`src/rtl/uart_pkg.sv`:
```
// Shared UART receive definitions: parity encodings, rx state codes
// and the parity check helper.
package uart_pkg;

   localparam logic [1:0] PARITY_NONE  = 2'b00;
   localparam logic [1:0] PARITY_ODD   = 2'b01;
   localparam logic [1:0] PARITY_EVEN  = 2'b10;
   localparam logic [1:0] PARITY_NONE2 = 2'b11;

   localparam logic [2:0] ST_IDLE      = 3'd0;
   localparam logic [2:0] ST_START     = 3'd1;
   localparam logic [2:0] ST_DATA      = 3'd2;
   localparam logic [2:0] ST_PARITY    = 3'd3;
   localparam logic [2:0] ST_STOP      = 3'd4;
   localparam logic [2:0] ST_WAIT_IDLE = 3'd5;

   // dataXor is the reduction XOR of the received data bits
   function automatic logic parity_error(
      input logic [1:0] ptype,
      input logic       dataXor,
      input logic       pBit
   );
      logic err;
      err = 1'b0;
      unique case (1'b1)
         (ptype == PARITY_ODD):  err = ~(dataXor ^ pBit);
         (ptype == PARITY_EVEN): err = dataXor ^ pBit;
         default:                err = 1'b0;
      endcase
      return err;
   endfunction

endpackage

```
`src/rtl/uart_rx_sync.sv`:
```
// Metastability synchronizer for the asynchronous serial line.
// Resets to 1 so a reset never looks like a start bit.
module uart_rx_sync
   import uart_pkg::*;
#(
   parameter int SYNC_STAGES = 2
) (
   input  logic Clock,
   input  logic Reset,
   input  logic Din,
   output logic Dout
);

   logic [SYNC_STAGES-1:0] chain;

   always_ff @(posedge Clock) begin
      if (Reset) begin
         chain <= '1;
      end else begin
         chain[0] <= Din;
         for (int i = 1; i < SYNC_STAGES; i++) begin
            chain[i] <= chain[i-1];
         end
      end
   end

   assign Dout = chain[SYNC_STAGES-1];

endmodule

```
`src/rtl/uart_rx_frame.sv`:
```
// UART receive deframer: oversampled start detect, LSB-first data,
// optional parity, one or two stop bits, per-frame error flags.
module uart_rx_frame
   import uart_pkg::*;
#(
   parameter int DATA_WIDTH  = 8,
   parameter int OVERSAMPLE  = 16,
   parameter int SYNC_STAGES = 2
) (
   input  logic                  Clock,
   input  logic                  Reset,
   input  logic                  BaudTick,
   input  logic                  RxIn,
   input  logic [1:0]            ParityType,
   input  logic                  StopBits,
   output logic [DATA_WIDTH-1:0] DataOut,
   output logic                  DataValid,
   output logic                  ParityError,
   output logic                  FrameError,
   output logic                  Busy
);

   localparam int TW = $clog2(OVERSAMPLE);
   localparam int BW = $clog2(DATA_WIDTH + 1);

   localparam logic [TW-1:0] MID_TICK  = TW'(OVERSAMPLE / 2 - 1);
   localparam logic [TW-1:0] LAST_TICK = TW'(OVERSAMPLE - 1);
   localparam logic [BW-1:0] LAST_BIT  = BW'(DATA_WIDTH - 1);

   logic                  rxSync;
   logic [2:0]            state;
   logic [TW-1:0]         tickCnt;
   logic [BW-1:0]         bitCnt;
   logic [DATA_WIDTH-1:0] shiftReg;
   logic [1:0]            parLat;
   logic                  stopLat;
   logic                  stopIdx;
   logic                  parAcc;
   logic                  frmAcc;
   logic                  pending;
   logic                  usePar;
   logic                  stopBad;

   uart_rx_sync #(
      .SYNC_STAGES(SYNC_STAGES)
   ) uSync (
      .Clock (Clock),
      .Reset (Reset),
      .Din   (RxIn),
      .Dout  (rxSync)
   );

   assign usePar  = (parLat == PARITY_ODD) || (parLat == PARITY_EVEN);
   assign stopBad = frmAcc | ~rxSync;
   assign Busy    = (state != ST_IDLE);

   always_ff @(posedge Clock) begin
      if (Reset) begin
         state       <= ST_IDLE;
         tickCnt     <= '0;
         bitCnt      <= '0;
         shiftReg    <= '0;
         parLat      <= PARITY_NONE;
         stopLat     <= 1'b0;
         stopIdx     <= 1'b0;
         parAcc      <= 1'b0;
         frmAcc      <= 1'b0;
         pending     <= 1'b0;
         DataOut     <= '0;
         DataValid   <= 1'b0;
         ParityError <= 1'b0;
         FrameError  <= 1'b0;
      end else begin
         DataValid <= 1'b0;
         // Deliver one Clock after the final stop sample, tick or not
         if (pending) begin
            pending     <= 1'b0;
            DataValid   <= 1'b1;
            DataOut     <= shiftReg;
            ParityError <= parAcc;
            FrameError  <= frmAcc;
         end
         if (BaudTick) begin
            unique case (1'b1)
               (state == ST_IDLE): begin
                  if (!rxSync) begin
                     state   <= ST_START;
                     tickCnt <= '0;
                     parLat  <= ParityType;
                     stopLat <= StopBits;
                     parAcc  <= 1'b0;
                     frmAcc  <= 1'b0;
                  end
               end
               (state == ST_START): begin
                  if (tickCnt == MID_TICK) begin
                     tickCnt <= '0;
                     bitCnt  <= '0;
                     state   <= rxSync ? ST_IDLE : ST_DATA;
                  end else begin
                     tickCnt <= tickCnt + 1'b1;
                  end
               end
               (state == ST_DATA): begin
                  if (tickCnt == LAST_TICK) begin
                     tickCnt  <= '0;
                     shiftReg <= {rxSync, shiftReg[DATA_WIDTH-1:1]};
                     bitCnt   <= bitCnt + 1'b1;
                     if (bitCnt == LAST_BIT) begin
                        stopIdx <= 1'b0;
                        state   <= usePar ? ST_PARITY : ST_STOP;
                     end
                  end else begin
                     tickCnt <= tickCnt + 1'b1;
                  end
               end
               (state == ST_PARITY): begin
                  if (tickCnt == LAST_TICK) begin
                     tickCnt <= '0;
                     parAcc  <= parity_error(parLat, ^shiftReg, rxSync);
                     stopIdx <= 1'b0;
                     state   <= ST_STOP;
                  end else begin
                     tickCnt <= tickCnt + 1'b1;
                  end
               end
               (state == ST_STOP): begin
                  if (tickCnt == LAST_TICK) begin
                     tickCnt <= '0;
                     frmAcc  <= stopBad;
                     if (stopIdx == stopLat) begin
                        pending <= 1'b1;
                        state   <= stopBad ? ST_WAIT_IDLE : ST_IDLE;
                     end else begin
                        stopIdx <= 1'b1;
                     end
                  end else begin
                     tickCnt <= tickCnt + 1'b1;
                  end
               end
               (state == ST_WAIT_IDLE): begin
                  if (rxSync) begin
                     state <= ST_IDLE;
                  end
               end
               default: begin
                  state <= ST_IDLE;
               end
            endcase
         end
      end
   end

endmodule

```
`config.mk`:
```
export PLATFORM = sky130hd
export DESIGN_NAME = uart_rx_frame
export DESIGN_NICKNAME = d
export VERILOG_FILES = /design/src/rtl/uart_pkg.sv /design/src/rtl/uart_rx_sync.sv /design/src/rtl/uart_rx_frame.sv
export SDC_FILE = /design/constraint.sdc
export NUM_CORES = 1
export LEC_CHECK = 0
export ABC_AREA = 1
export BUFFER_PORTS_ARGS = -buffer_cell sky130_fd_sc_hd__buf_2
export CORE_UTILIZATION = 55
export CTS_CLUSTER_SIZE = 10
export DETAILED_ROUTE_END_ITERATION = 12
export PLACE_DENSITY = 0.75
export SETUP_SLACK_MARGIN = 0.2
export SYNTH_ARGS = -nofsm -noshare
export SYNTH_HDL_FRONTEND = slang
export SYNTH_SLANG_ARGS = --single-unit
```
`constraint.sdc`:
```
create_clock -name Clock -period 2.23 [get_ports Clock]
set_clock_uncertainty 0.1 [all_clocks]
set_input_delay 0.223 -clock Clock [delete_from_list [all_inputs] [get_ports Clock]]
set_output_delay 0.223 -clock Clock [all_outputs]
set_load 0.1 [all_outputs]
```
==> key figures <==
Place
  • Placed inst area: 2060 sq um
  • I/O Buffers: 18
  • HPWL after DPL: around 2800 um
  • Gpl congestion: 0.882

Global routing
  • GRT Resource Usage Total: between 20 and 25%
  • Initial antenna violation count: 0
  • Pin count of the biggest net entering global routing: 21
  • Number of global-route vias before repair: 1441
  • Global-route wire length before repair: 6090 um
  • Global route overflow: 0

Setup path
  • Critical Path RT: 1910 ps
  • CP Class: flip-flop to output pin
  • Crit start category: flip-flop
  • Critical path arrival: between 1500 and 2000 ps
  • Crit Path Max Fanout: 6
  • Setup crit end kind: output pin

Synth
  • Syn_nets: 285
  • Warning count from the yosys run: 0
  • Syn_area_per_cell: 7.07 sq um
  • Synthesized flop and latch total: 39
  • Mapped Area: just under 2000 sq um
  • Syn Inst Count: 274
  • Sequential fraction of the synthesis area: 40.3%
  • Netlist cell types: 35

Finish
  • Area of the multi-input gates: 990 sq um
  • Design Area, Final: 2150 sq um
  • Layout cells sized above 1: 16.6%
  • Reg area: ~780 sq um
  • Layout area overhead: 10.9%
  • Final nets: 305
  • N_diodes: 0
  • Post-Route Utilization: 63.9%
  • Fillers: 326

Routing
  • Drt total wl: ~3700 um
  • Post-DRT Antenna Nets: 0
  • Drt via density: 5.10
  • DRC: 0
  • Initial DRC count: 108
  • Per-cell routed wire length: 10.9 um
  • Via count: between 1.5k and 2k
  • Router iterations before antenna repair: 4

Pwr
  • Peak supply drop: 0.350 mV
  • Pleak: 0.959 nW
  • Power per Cell Area: around 570 nW/um^2

STA
  • Final setup viols: 0
  • RSZ-0062 raised after global routing: no
  • Period utilisation layout: 86.0%
  • Minimum clock period: 1920 ps
  • Worst Tran Pin Value: 608 ps
  • Slew Limit Fails: 0
  • Setup TNS: 0 ps
  • Fmax: 0.521 GHz
  • Final Hold Violating Endpoints: 0
  • Max-slew headroom: 59.4%

CTS
  • Setup bufs post-CTS: 0
  • H-tree depth: 2
  • CTS buffer count: 5
  • Max clock buf depth: 2
  • Clock-pin slew on the worst setup and hold paths: 120 ps
  • Clock Sinks: 39
  • CTS Root Cell: clkbuf_4
  • CTS tree: yes
  • Worst-skew pair later-pin latency: 350 ps

Floorplanning
  • Die footprint: roughly 3800 sq um
  • Row Count: 21
  • Boundary pin count: 19
  • Die extent in x: 61.4 um
  • Die Y: 61.4 um
  • Starting Density: 57.6%
  • Core ar.: approximately 3400 sq um

Run
  • Max-Cap Viols: 0

Run status
  • Status: finished, final reports clean

Worst hold path
  • HP Class: input pin to flip-flop
critical path, cell delays in order (launching register included):
cell and delay (ps):
dfxtp_1 470, nor2_2 100, inv_2 60, nor2_1 40, inv_1 190, clkbuf_4 380
routing by layer:
layer | up-vias | global-route usage, % | routed length [um]
met2 | 31 | 34.8 | 1690
met5 | - | 0 | 0
met4 | 0 | 8.89 | 33
li1 | 934 | - | -
met1 | 770 | 29.6 | 1860
met3 | 4 | 6.93 | 146
path summary, 6_finish.rpt:
path                                startpoint             end  slack, ps  depth (start not counted)
worst max register to register      tickCnt[0]        state[0]        460                          9
worst min-delay path                  StopBits         stopLat         10                          3
worst min register to register  uSync.chain[0]  uSync.chain[1]        310                          1
worst max-delay path                  state[0]            Busy        310                          5
power by group:
group          switching (W)  leakage, nW  internal (W)
sequential        0.00000941        0.315      0.000707
clock               0.000235       0.0375      0.000184
combinational      0.0000648        0.607     0.0000334
total               0.000309        0.959      0.000924
cell families after synthesis:
logic type | after synthesis | share of synthesized area (%)
buffers and inverters | 44 | 8.65
xor gates and xnor gates | 4 | 1.81
AOI/OAI and AO/OA | 64 | 17.8
adders and majority gates | 4 | 2.58
and+or+nand+nor | 119 | 28.9
DFF | 39 | 40.3
cell type report:
| cell class | instances | share of cell area, % |
|---|---|---|
| Clock buffer | 7 | 3.03 |
| Sequential cell | 39 | 36.3 |
| Tap cell | 46 | 2.68 |
| Clock inverter | 1 | 0.349 |
| Inverter | 37 | 6.46 |
| Multi-Input combinational cell | 191 | 46.0 |
| Timing Repair Buffer | 20 | 5.12 |
repair_timing:
| action | CTS | global route |
|---|---|---|
| hold buffers | 1 | 0 |
| gates resized for setup | 0 | 1 |
| setup endpoints to repair | 0 | 1 |
| hold endpoints to repair | 1 | 0 |
stage by stage:
stage / instances / setup WS, ps / power, W / hold slack (ps)
3_3_place_gp: 332 / 550 / 0.000827 / 295
5_1_grt: 341 / 203 / 0.00129 / 3.06
6_report: 341 / 311 / 0.00123 / 10.7
2_1_floorplan: 274 / 378 / 0.000804 / 227
3_5_place_dp: 332 / 505 / 0.000828 / 301
4_1_cts: 341 / 222 / 0.00124 / 5.15
cell usage in the layout (no fill, tap or decap), drive strengths merged:
master | netlist | layout
nand3b | 1 | 1
nand4 | 3 | 3
xor2 | 2 | 2
nor3 | 4 | 4
nor3b | 3 | 3
a211oi | 2 | 2
nand3 | 16 | 16
a311oi | 1 | 1
ha | 4 | 4
dfxtp | 39 | 39
inv | 37 | 37
nor4 | 2 | 2
or2 | 4 | 4
dlygate4sd3 | 0 | 1
buf | 1 | 18
clkbuf | 6 | 8
o22ai | 1 | 1
o21a | 1 | 1
nor2 | 29 | 29
a21oi | 31 | 31
clkinvlp | 0 | 1
nand2 | 57 | 57
xnor2 | 2 | 2
o21ai | 28 | 28
Yosys cell counts (all sizes together):
library cell | n | area, sq um
o21a | 1 | 7.51
nor2 | 29 | 126
or2 | 4 | 25.0
buf | 1 | 5.00
ha | 4 | 50.1
inv | 37 | 139
a21oi | 31 | 159
nor3 | 4 | 30.0
clkbuf | 6 | 23.8
xor2 | 2 | 17.5
a311oi | 1 | 8.76
dfxtp | 39 | 781
nand3 | 16 | 90.1
a211oi | 2 | 15.0
nor4 | 2 | 18.8
o22ai | 1 | 6.26
nand2 | 57 | 216
xnor2 | 2 | 17.5
o21ai | 28 | 148
nor3b | 3 | 27.5
nand3b | 1 | 7.51
nand4 | 3 | 18.8
sequential cells by signal (all words and copies together), names as in the netlist, 2 cells and up:
signal / cells
uSync.chain: 2
parLat: 2
bitCnt: 4
tickCnt: 4
DataOut: 8
shiftReg: 8
state: 3
(Power assumes the default switching activity.)
